`src/rtl/fetch_stage_pkg.sv`:
```
// Shared definitions for the instruction-fetch front end: FSM states, the NOP
// bubble encoding and the default boot address.
package fetch_stage_pkg;

    typedef enum logic [1:0] {
        S_REQ  = 2'd0,
        S_WAIT = 2'd1,
        S_KILL = 2'd2,
        S_HOLD = 2'd3
    } fetch_state_e;

    localparam logic [31:0] NOP_INSTR        = 32'h0000_0013;
    localparam logic [31:0] RESET_PC_DEFAULT = 32'h0040_0000;

    function automatic logic [31:0] align_word(input logic [31:0] addr);
        return {addr[31:2], 2'b00};
    endfunction

endpackage

```
`src/rtl/fetch_hold_buffer.sv`:
```
// Holding register for an instruction returned while decode is stalled.
// Clear wins over load; an empty buffer always reads back as a NOP.
module fetch_hold_buffer
    import fetch_stage_pkg::*;
(
    input  logic        CLK,
    input  logic        RESET,
    input  logic        load,
    input  logic        clear,
    input  logic [31:0] data_in,
    output logic [31:0] data,
    output logic        valid
);

    always_ff @(posedge CLK) begin
        if (RESET || clear) begin
            data  <= NOP_INSTR;
            valid <= 1'b0;
        end else if (load) begin
            data  <= data_in;
            valid <= 1'b1;
        end
    end

endmodule

```
`src/rtl/fetch_stage.sv`:
```
// Fetch front end: owns the fetch PC, keeps one request outstanding to
// instruction memory, buffers a response across stalls and handles redirects.
module fetch_stage
    import fetch_stage_pkg::*;
#(
    parameter logic [31:0] RESET_PC = RESET_PC_DEFAULT
) (
    input  logic        CLK,
    input  logic        RESET,
    input  logic        StallF,
    input  logic        BranchTakenE,
    input  logic [31:0] PCTargetE,
    output logic        IMemReq,
    output logic [31:0] IMemAddr,
    input  logic        IMemReady,
    input  logic        IMemRValid,
    input  logic [31:0] IMemRData,
    output logic [31:0] InstrF,
    output logic [31:0] PCF,
    output logic        FetchValidF
);

    fetch_state_e state, state_next;
    logic [31:0]  pc_q, pc_next;
    logic [31:0]  hold_data;
    logic         hold_valid, hold_load, hold_clear;
    logic         accept, advance;

    assign accept = IMemReq & IMemReady;

    fetch_hold_buffer u_hold (
        .CLK     (CLK),
        .RESET   (RESET),
        .load    (hold_load),
        .clear   (hold_clear),
        .data_in (IMemRData),
        .data    (hold_data),
        .valid   (hold_valid)
    );

    always_ff @(posedge CLK) begin
        if (RESET) begin
            state <= S_REQ;
        end else begin
            state <= state_next;
        end
    end

    always_ff @(posedge CLK) begin
        if (RESET) begin
            pc_q <= RESET_PC;
        end else begin
            pc_q <= pc_next;
        end
    end

    // A redirect never delivers, so an in-flight response must be killed
    // unless it is returning in the very same cycle.
    always_comb begin
        state_next = state;
        unique case (state)
            S_REQ: begin
                if (BranchTakenE) begin
                    state_next = accept ? S_KILL : S_REQ;
                end else if (accept) begin
                    state_next = S_WAIT;
                end
            end
            S_WAIT: begin
                if (IMemRValid) begin
                    state_next = (StallF && !BranchTakenE) ? S_HOLD : S_REQ;
                end else if (BranchTakenE) begin
                    state_next = S_KILL;
                end
            end
            S_HOLD: begin
                if (BranchTakenE || !StallF) begin
                    state_next = S_REQ;
                end
            end
            S_KILL: begin
                if (IMemRValid) begin
                    state_next = S_REQ;
                end
            end
            default: state_next = S_REQ;
        endcase
    end

    always_comb begin
        advance    = !BranchTakenE && !StallF &&
                     ((state == S_WAIT && IMemRValid) || state == S_HOLD);
        hold_load  = !BranchTakenE && StallF && state == S_WAIT && IMemRValid;
        hold_clear = state == S_HOLD && (BranchTakenE || !StallF);
        pc_next    = pc_q;
        if (BranchTakenE) begin
            pc_next = align_word(PCTargetE);
        end else if (advance) begin
            pc_next = pc_q + 32'd4;
        end
    end

    always_comb begin
        IMemReq     = !RESET && state == S_REQ;
        IMemAddr    = RESET ? RESET_PC : pc_q;
        FetchValidF = !RESET && !BranchTakenE &&
                      ((state == S_WAIT && IMemRValid) || (state == S_HOLD && hold_valid));
        InstrF      = NOP_INSTR;
        PCF         = 32'd0;
        if (FetchValidF) begin
            InstrF = (state == S_HOLD) ? hold_data : IMemRData;
            PCF    = pc_q;
        end
    end

endmodule

```
`config.mk`:
```
export PLATFORM = sky130hd
export DESIGN_NAME = fetch_stage
export DESIGN_NICKNAME = d
export VERILOG_FILES = /design/src/rtl/fetch_stage_pkg.sv /design/src/rtl/fetch_hold_buffer.sv /design/src/rtl/fetch_stage.sv
export SDC_FILE = /design/constraint.sdc
export NUM_CORES = 1
export LEC_CHECK = 0
export BUFFER_PORTS_ARGS = -buffer_cell sky130_fd_sc_hd__clkbuf_2
export CAP_MARGIN = 10
export CELL_PAD_IN_SITES_DETAIL_PLACEMENT = 0
export CELL_PAD_IN_SITES_GLOBAL_PLACEMENT = 1
export CORE_ASPECT_RATIO = 0.6
export CORE_UTILIZATION = 38
export CTS_BUF_LIST = sky130_fd_sc_hd__clkbuf_2 sky130_fd_sc_hd__clkbuf_4 sky130_fd_sc_hd__clkbuf_8
export CTS_CLUSTER_DIAMETER = 50
export CTS_CLUSTER_SIZE = 40
export DETAILED_ROUTE_END_ITERATION = 7
export MAX_ROUTING_LAYER = met4
export PLACE_DENSITY = 0.95
export SYNTH_ARGS = -nofsm -noshare
export SYNTH_HDL_FRONTEND = slang
export SYNTH_HIERARCHICAL = 1
export SYNTH_SLANG_ARGS = --single-unit
export TNS_END_PERCENT = 50
```
`constraint.sdc`:
```
create_clock -name CLK -period 5.57 [get_ports CLK]
set_clock_uncertainty 0.1 [all_clocks]
set_input_delay 1.114 -clock CLK [delete_from_list [all_inputs] [get_ports CLK]]
set_output_delay 1.114 -clock CLK [all_outputs]
set_load 0.03 [all_outputs]
```
# == Word level (Yosys, flattened, before mapping) ==
# Cells that the tools add are included.
# Widths: inputs -> output; s select.
# word_totals
reg_bits,67
output_inout_bits,98
word_cells,51
# classes
addsub,1
n_eq_ne,7
muxes,15
bitwise_logic,1
reduce_logical,22
# ops
op,n
$mux 32,6
$add 32x3->32 const B,1
$mux 2,8
$logic_and 1x1->1,11
$pmux 2 s4,1
$ne 3x3->1 const B,2
$eq 2x2->1 const B,2
$logic_or 1x1->1,4
$ne 2x2->1 const B,2
$reduce_and 4->1,1
$logic_not 1->1,3
$eq 2x1->1 const B,1
$logic_not 2->1,1
$reduce_bool 2->1,1
$reduce_or 2->1,1
$and 1x1->1,1

# == Depth between registers and ports, before layout ==
# Gate-level depths: netlist (run 1).
# logic_depth
depth_word,6
ltp_mapped,7
mapped_depth_nobuf,5

# == Modules after synthesis ==
# The synthesis (run 1) kept the hierarchy.
# by_module_without_submodules
module,instances,cells_each,area_per_inst_um2,seq_area_each_um2
fetch_stage,1,448,2957.8,640.6
fetch_hold_buffer,1,108,1216.2,660.6

# == Least setup slack after synthesis (run 1) ==
# Ideal clock, no wire load.
# synth_timing
kind,in2out
startpoint,input port IMemRValid
endpoint,output port InstrF[0]
arrival_ns,2.314
setup_slack_ns,2.042
stages,5
path_buffers,1
cell_sequence,mux2_2 -> nand3_1 -> inv_1 -> clkbuf_1 -> nand3_1
# synth_via
elab_chain_cells,4
# synth_lines
element,line_no,rtl
start: declaration,fetch_stage.sv:16,"input logic IMemRValid,"
$logic_and 1x1->1,fetch_stage.sv:107,((state == S_WAIT && IMemRValid) || (state == S_HOLD && hold_valid));
$logic_or 1x1->1,fetch_stage.sv:107,
$logic_and 1x1->1,fetch_stage.sv:106,FetchValidF = !RESET && !BranchTakenE &&
via FetchValidF,fetch_stage.sv:20,output logic FetchValidF
$mux 32,fetch_stage.sv:110,if (FetchValidF) begin
end: declaration,fetch_stage.sv:18,"output logic [31:0] InstrF,"
# The timed path passes the listed nets, and every way through them passes these cells.

# == Final worst setup path (run 1) ==
# layout_timing
startpoint,input port BranchTakenE
endpoint,output port PCF[30]
# layout_via
elab_chain_cells,4
# layout_lines
element,line_no,rtl
start: declaration,fetch_stage.sv:11,"input logic BranchTakenE,"
$logic_not 1->1,fetch_stage.sv:106,
$logic_and 1x1->1 (2 in a row),fetch_stage.sv:106,
$mux 32,fetch_stage.sv:110,
end: declaration,fetch_stage.sv:19,"output logic [31:0] PCF,"
# Every way passes these cells.

==> results of run 1 <==
flip-flops by register name, indices dropped and copies added (netlist names):
register / cells
pc_q: 30
state: 2
u_hold/data: 32
u_hold/valid: 1
area by class of cell:
cell class	instances	area (um^2)
Clock buffer	14	174
Timing Repair Buffer	164	828
Tap cell	139	174
Multi-Input combinational cell	438	2590
Sequential cell	65	1300
Clock inverter	2	12.5
Fill cell	1083	5520
Inverter	7	26.3
per-stage QoR:
stage	hold WS (ns)	cell area [um^2]	power (W)
after CTS	0.372	5110	0.00112
after floorplan	0.329	4190	0.000662
after detailed placement	0.357	4920	0.000726
after global routing	0.408	5110	0.00116
final	0.372	5110	0.00110
after global placement	0.345	4920	0.000720
power breakdown:
group / total (W) / internal [W] / switching, W
registers: 0.000521 / 0.000486 / 0.0000356
clock network: 0.000387 / 0.000201 / 0.000186
logic: 0.000197 / 0.0000735 / 0.000123
total: 0.00110 / 0.000760 / 0.000345
layout by cell type, fill, tap and decap left out, types with 3 or more instances in the layout:
cell        n
mux2i_1    33
a211oi_1    7
nor3_1     10
clkbuf_8   11
or4_1      13
and4_1      4
nand3_1    21
and2_1     29
a31oi_1     4
conb_1      4
nand2_1    83
and3_1      7
nor2b_1    33
nor4_1      6
clkbuf_4    3
inv_1       6
nand4_1    11
o21ai_0     8
o31ai_1    12
a21oi_1    31
clkbuf_2  161
buf_4       3
nor2_1     65
xor2_1      4
a311oi_1   17
or3_1       5
dfxtp_1    65
xnor2_1     3
routing by layer:
layer | GRT usage | share of wire
met5 | - | 0
met4 | 0.0589 | 0.012
met3 | 0.0495 | 0.076
met2 | 0.330 | 0.43
met1 | 0.325 | 0.48
path summary, 6_finish.rpt:
path | start | to | slack [ns] | cells after the start
min reg2reg | u_hold/valid | u_hold/valid | 0.37 | 2
max reg2reg | pc_q[7] | pc_q[26] | 3.09 | 3
max | BranchTakenE | PCF[30] | 1.56 | 6
min | u_hold/valid | u_hold/valid | 0.37 | 2
critical path: stages:
cell      delay, ns
clkbuf_2       0.30
nor2_1         0.20
nand3_1        0.11
inv_1          0.62
and2_1         0.23
clkbuf_2       0.21
kinds of logic after synthesis:
| family | count (synthesis) |
|---|---|
| buffers and inverters | 56 |
| adder cells (fa/ha/maj) | 1 |
| multiplexers | 35 |
| AO/OA/AOI/OAI | 91 |
| AND/OR/NAND/NOR | 300 |
| flip-flops | 65 |
| other | 1 |
| XOR/XNOR | 7 |
==> impl_metrics.json, run 1 <==
{
  "status": "completed",
  "cp.arrival_ns": 2.79,
  "ys_seq_elements": 65,
  "gp_congestion": 0.834,
  "hold_violations": 0,
  "ys_warn_count": 6,
  "cts_made_buffers": 9,
  "synth_common_cells": "nand2_1, dfxtp_1, nor2_1",
  "grt_max_degree": 55,
  "ys_async_sr_fraction": 0,
  "drc_errors": 0,
  "synth_compound_area_frac": 0.147,
  "cts-htree-levels": 3,
  "clock_sinks": 65,
  "cts_setup_buffers": 0,
  "row_count": 29,
  "fin_tns_setup_ns": 0,
  "synth-xor-area-share": 0.0147,
  "max-cap-violations": 0,
  "path_clk_slew_ns": 0.07,
  "antenna_found_initial": 0,
  "cts_root_buf": "clkbuf_8",
  "maxSlewViolCount": 0,
  "synth_top_family_by_area": "simple AND/OR/NAND/NOR gates",
  "grt_pass1_vias": 4070,
  "dieArea_um2": 11400,
  "rsz0062_at_grt": "false",
  "core-area_um2": 10600,
  "hold_class": "reg -> reg",
  "port_buffers": 161,
  "synthesis.area_um2": 4170,
  "wl_per_cell_um": 15.4,
  "die_w_um": 137,
  "ys_types": 52,
  "cts_resized": 0,
  "dr.pass1.iters": 6,
  "synth-edff-count": 0,
  "finalCritPeriodShare": 0.719,
  "area_growth_pct": 22.4,
  "cp_max_fo": 32,
  "via_per_inst": 5.40,
  "synth-adder-area-share": 0.00300,
  "ant_nets": 0,
  "fin_ws_ns": 1.56,
  "grt_pass1_wl_um": 20200,
  "worst_setup_path_start_kind": "input port",
  "drt_iter0_markers": 275,
  "worstSetupEndpointType": "primary output",
  "die_h_um": 83.2,
  "netlist.area_leader.share": 0.312,
  "cts_tree": "yes",
  "p_per_area_nw_per_um2": 216,
  "fin_crit_ns": 4.01,
  "fmax_mhz": 250,
  "ys_seq_area_frac": 0.312,
  "slew_headroom": 0.217,
  "avgSynthCellArea_um2": 7.51,
  "synthCells": 556,
  "ys.flop_type": "dfxtp_1",
  "synth_top_cell_by_area": "dfxtp_1",
  "grt-ovfl-total": 0,
  "pin_count": 168,
  "final_core_util": 0.481,
  "cp.required_ns": 4.36,
  "finalNetCount": 756,
  "worst_slew_pin_slew_ns": 1.17,
  "start_util": 0.393,
  "vias": 4477,
  "dp_hpwl_um": 9220,
  "synthTopCellsByArea": "dfxtp_1, mux2i_1, nand2_1",
  "cts.path.max_buffers": 2,
  "synth.area.mux_share": 0.0845,
  "critPathKind": "in -> out",
  "cts_hold_buf": 0,
  "grt_use_total": 0.230,
  "postRouteWirelength_um": 12700,
  "peakVddDrop_v": 0.000121,
  "drive_above_1_share": 0.275,
  "fin_cells": 829,
  "yosysMostFrequentCell": "nand2_1",
  "pre_cts_ws_ns": 1.55,
  "antenna_cells": 0,
  "setup_viol": 0,
  "leakagePower_nw": 2.16,
  "synthSimpleGateAreaFrac": 0.367,
  "dpl.cell_count": 813,
  "clock_latency_ns": 0.34
}
Note: power is estimated with default switching activity, not from simulation.
==> run 2: changes to the inputs <==
--- a/config.mk
+++ b/config.mk
@@ -5,18 +5,19 @@
 export SDC_FILE = /design/constraint.sdc
 export NUM_CORES = 1
 export LEC_CHECK = 0
+export ABC_AREA = 1
 export BUFFER_PORTS_ARGS = -buffer_cell sky130_fd_sc_hd__clkbuf_2
 export CAP_MARGIN = 10
 export CELL_PAD_IN_SITES_DETAIL_PLACEMENT = 0
 export CELL_PAD_IN_SITES_GLOBAL_PLACEMENT = 1
 export CORE_ASPECT_RATIO = 0.6
-export CORE_UTILIZATION = 38
+export CORE_UTILIZATION = 34
 export CTS_BUF_LIST = sky130_fd_sc_hd__clkbuf_2 sky130_fd_sc_hd__clkbuf_4 sky130_fd_sc_hd__clkbuf_8
 export CTS_CLUSTER_DIAMETER = 50
 export CTS_CLUSTER_SIZE = 40
 export DETAILED_ROUTE_END_ITERATION = 7
 export MAX_ROUTING_LAYER = met4
-export PLACE_DENSITY = 0.95
+export PLACE_DENSITY = 0.92
 export SYNTH_ARGS = -nofsm -noshare
 export SYNTH_HDL_FRONTEND = slang
 export SYNTH_HIERARCHICAL = 1
==> constraint.sdc (replaced) <==
create_clock -name CLK -period 3.8 [get_ports CLK]
set_clock_uncertainty 0.1 [all_clocks]
set_input_delay 0.76 -clock CLK [delete_from_list [all_inputs] [get_ports CLK]]
set_output_delay 0.76 -clock CLK [all_outputs]
set_load 0.03 [all_outputs]
==> run 2 against run 1 <==
  * Sequential share of layout area down 2.8 points
  * Routed wire length up 22%
  * Synthesized cell count up 49%
  * Critical path depth up 3
  * Clock-buffer cell count down 4
  * Design area up 12%
  * Non-clock buffer count up 9
  * Power up 71%
  * Via count up 21%
  * Worst hold slack worse by 0.015 ns
  * Global-route usage down 0.056 points
  * Critical endpoint is now PCF[4]
  * Largest cell class unchanged
  * Largest power group unchanged
==> impl_metrics.json, run 2 <==
{
  "hold_violations": 0,
  "avgSynthCellArea_um2": 5.64,
  "drive_above_1_share": 0.235,
  "cp_max_fo": 37,
  "finalNetCount": 1038,
  "area_growth_pct": 22.9,
  "peakVddDrop_v": 0.000160,
  "gp_congestion": 0.994,
  "cts.path.max_buffers": 2,
  "cts_made_buffers": 9,
  "design_area_um2": 5730,
  "grt_use_total": 0.230,
  "reg_top3": "u_hold/data x32, pc_q x30, state x2",
  "p_switching_w": 0.000644,
  "hold_class": "reg -> reg",
  "ys_types": 30,
  "via_per_inst": 4.76,
  "dieArea_um2": 14200,
  "postRouteWirelength_um": 15500,
  "core-area_um2": 13100,
  "grt-ovfl-total": 0,
  "worstSetupEndpointType": "primary output",
  "rsz0062_at_grt": "false",
  "synth_common_cells": "nand2_1, nor2_1, nand3_1",
  "die_w_um": 153,
  "combPwrFrac": 0.239,
  "final_common_cell": "nand2_1",
  "dr.pass1.iters": 5,
  "worst_slew_pin_slew_ns": 0.925,
  "antenna_cells": 0,
  "fmax_mhz": 285,
  "ys_async_sr_fraction": 0,
  "final_cell_mix": "nand2_1, nor2_1, clkbuf_2",
  "wl_per_cell_um": 13.6,
  "cts_root_buf": "clkbuf_8",
  "path_clk_slew_ns": 0.07,
  "maxSlewViolCount": 0,
  "start_util": 0.356,
  "p_per_area_nw_per_um2": 329,
  "cp.required_ns": 2.94,
  "synth-edff-count": 0,
  "ys_seq_area_frac": 0.279,
  "cts-htree-levels": 3,
  "yosysMostFrequentCell": "nand2_1",
  "fillCellCount": 1461,
  "place_area_um2": 5520,
  "largest_reg_flops": 32,
  "vias": 5432,
  "synthCells": 827,
  "ys.flop_type": "dfxtp_1",
  "cts_tree": "yes",
  "row_count": 32,
  "synthesis.area_um2": 4670,
  "critPathKind": "reg -> out",
  "ant_nets": 0,
  "dp_hpwl_um": 11600,
  "fin_crit_ns": 3.51,
  "cp.arrival_ns": 2.65,
  "synthTopCellsByArea": "dfxtp_1, nand2_1, nor2_1",
  "clock_sinks": 65,
  "swShare": 0.341,
  "ys_warn_count": 6,
  "drc_errors": 0,
  "synth_top_cell_by_area": "dfxtp_1",
  "pin_count": 168,
  "die_h_um": 92.8,
  "regMostFlops": "u_hold/data",
  "cts_hold_buf": 0,
  "setup_viol": 0,
  "slew_headroom": 0.382,
  "ys_seq_elements": 65,
  "drt_iter0_markers": 431,
  "ff2ff_setup_slack_ns": 1.29,
  "internal_power_w": 0.00124,
  "worst_setup_path_start_kind": "flip-flop",
  "status": "completed",
  "seq_power_share": 0.409,
  "port_buffers": 161,
  "final_core_util": 0.438,
  "cts_setup_buffers": 0,
  "leakagePower_nw": 2.79,
  "grt_pass1_wl_um": 24900,
  "cts_resized": 0,
  "fin_tns_setup_ns": 0,
  "max-cap-violations": 0,
  "clock_latency_ns": 0.34,
  "antenna_found_initial": 0,
  "finalCritPeriodShare": 0.924,
  "grt_pass1_vias": 4784,
  "p_clk_frac": 0.352,
  "grt_max_degree": 57,
  "netlist.area_leader.share": 0.279
}
run 2: final timing paths:
kind,start,depth (start not counted),to
worst max-delay path,state[1],9,PCF[4]
worst min-delay path,u_hold/valid,1,u_hold/valid
worst max register to register,state[1],8,pc_q[11]
worst min register to register,u_hold/valid,1,u_hold/valid
run 2: layer usage:
layer  track usage  part of all wire
met5             -                 0
met1         0.357              0.53
met3        0.0562              0.10
met2         0.286              0.36
met4        0.0396            0.0064
run 2: cell type report:
class                           instances  area, um^2  area share
Clock buffer                           10         138      0.0240
Clock inverter                          5        80.1      0.0140
Tap cell                              170         213      0.0371
Multi-Input combinational cell        641        2780       0.485
Inverter                               77         289      0.0504
Timing Repair Buffer                  173         933       0.163
Sequential cell                        65        1300       0.227
run 2: power groups by stage:
stage / Clock (W) / Sequential (W) / Combinational, W
final: 0.000664 / 0.000773 / 0.000451
after CTS: 0.000690 / 0.000772 / 0.000453
after global placement: 0 / 0.000786 / 0.000449
after global routing: 0.000709 / 0.000779 / 0.000506
after detailed placement: 0 / 0.000787 / 0.000451
after floorplan: 0 / 0.000765 / 0.000338
run 2: critical path, cell delays in order, from the launching register on:
cell      delay, ns
dfxtp_1        0.67
nor2_4         0.09
nand2_2        0.13
nand2_2        0.08
nand2_4        0.12
nor2_8         0.05
inv_2          0.67
buf_12         0.26
nor2_1         0.06
clkbuf_2       0.18
run 2: through the flow:
step                      setup WS [ns]  hold slack (ns)  instances  total power (W)
after global placement            0.541            0.338       1126          0.00124
after floorplan                   0.783            0.328        830          0.00110
after global routing             0.0647            0.381       1141          0.00199
final                             0.290            0.357       1141          0.00189
after CTS                         0.222            0.360       1141          0.00191
after detailed placement          0.521            0.342       1126          0.00124
run 2: logic make-up (layout without fill, tap and decap cells):
logic type      count (synthesis)  after routing  share of synthesized area
simple gates                  570            570                      0.496
buf+inv                       124            265                      0.129
flops                          65             65                      0.279
compound gates                 64             64                     0.0882
fa+ha+maj                       1              1                    0.00268
other cells                     1              4                   0.000804
xor+xnor                        1              1                    0.00188
mux                             1              1                    0.00214
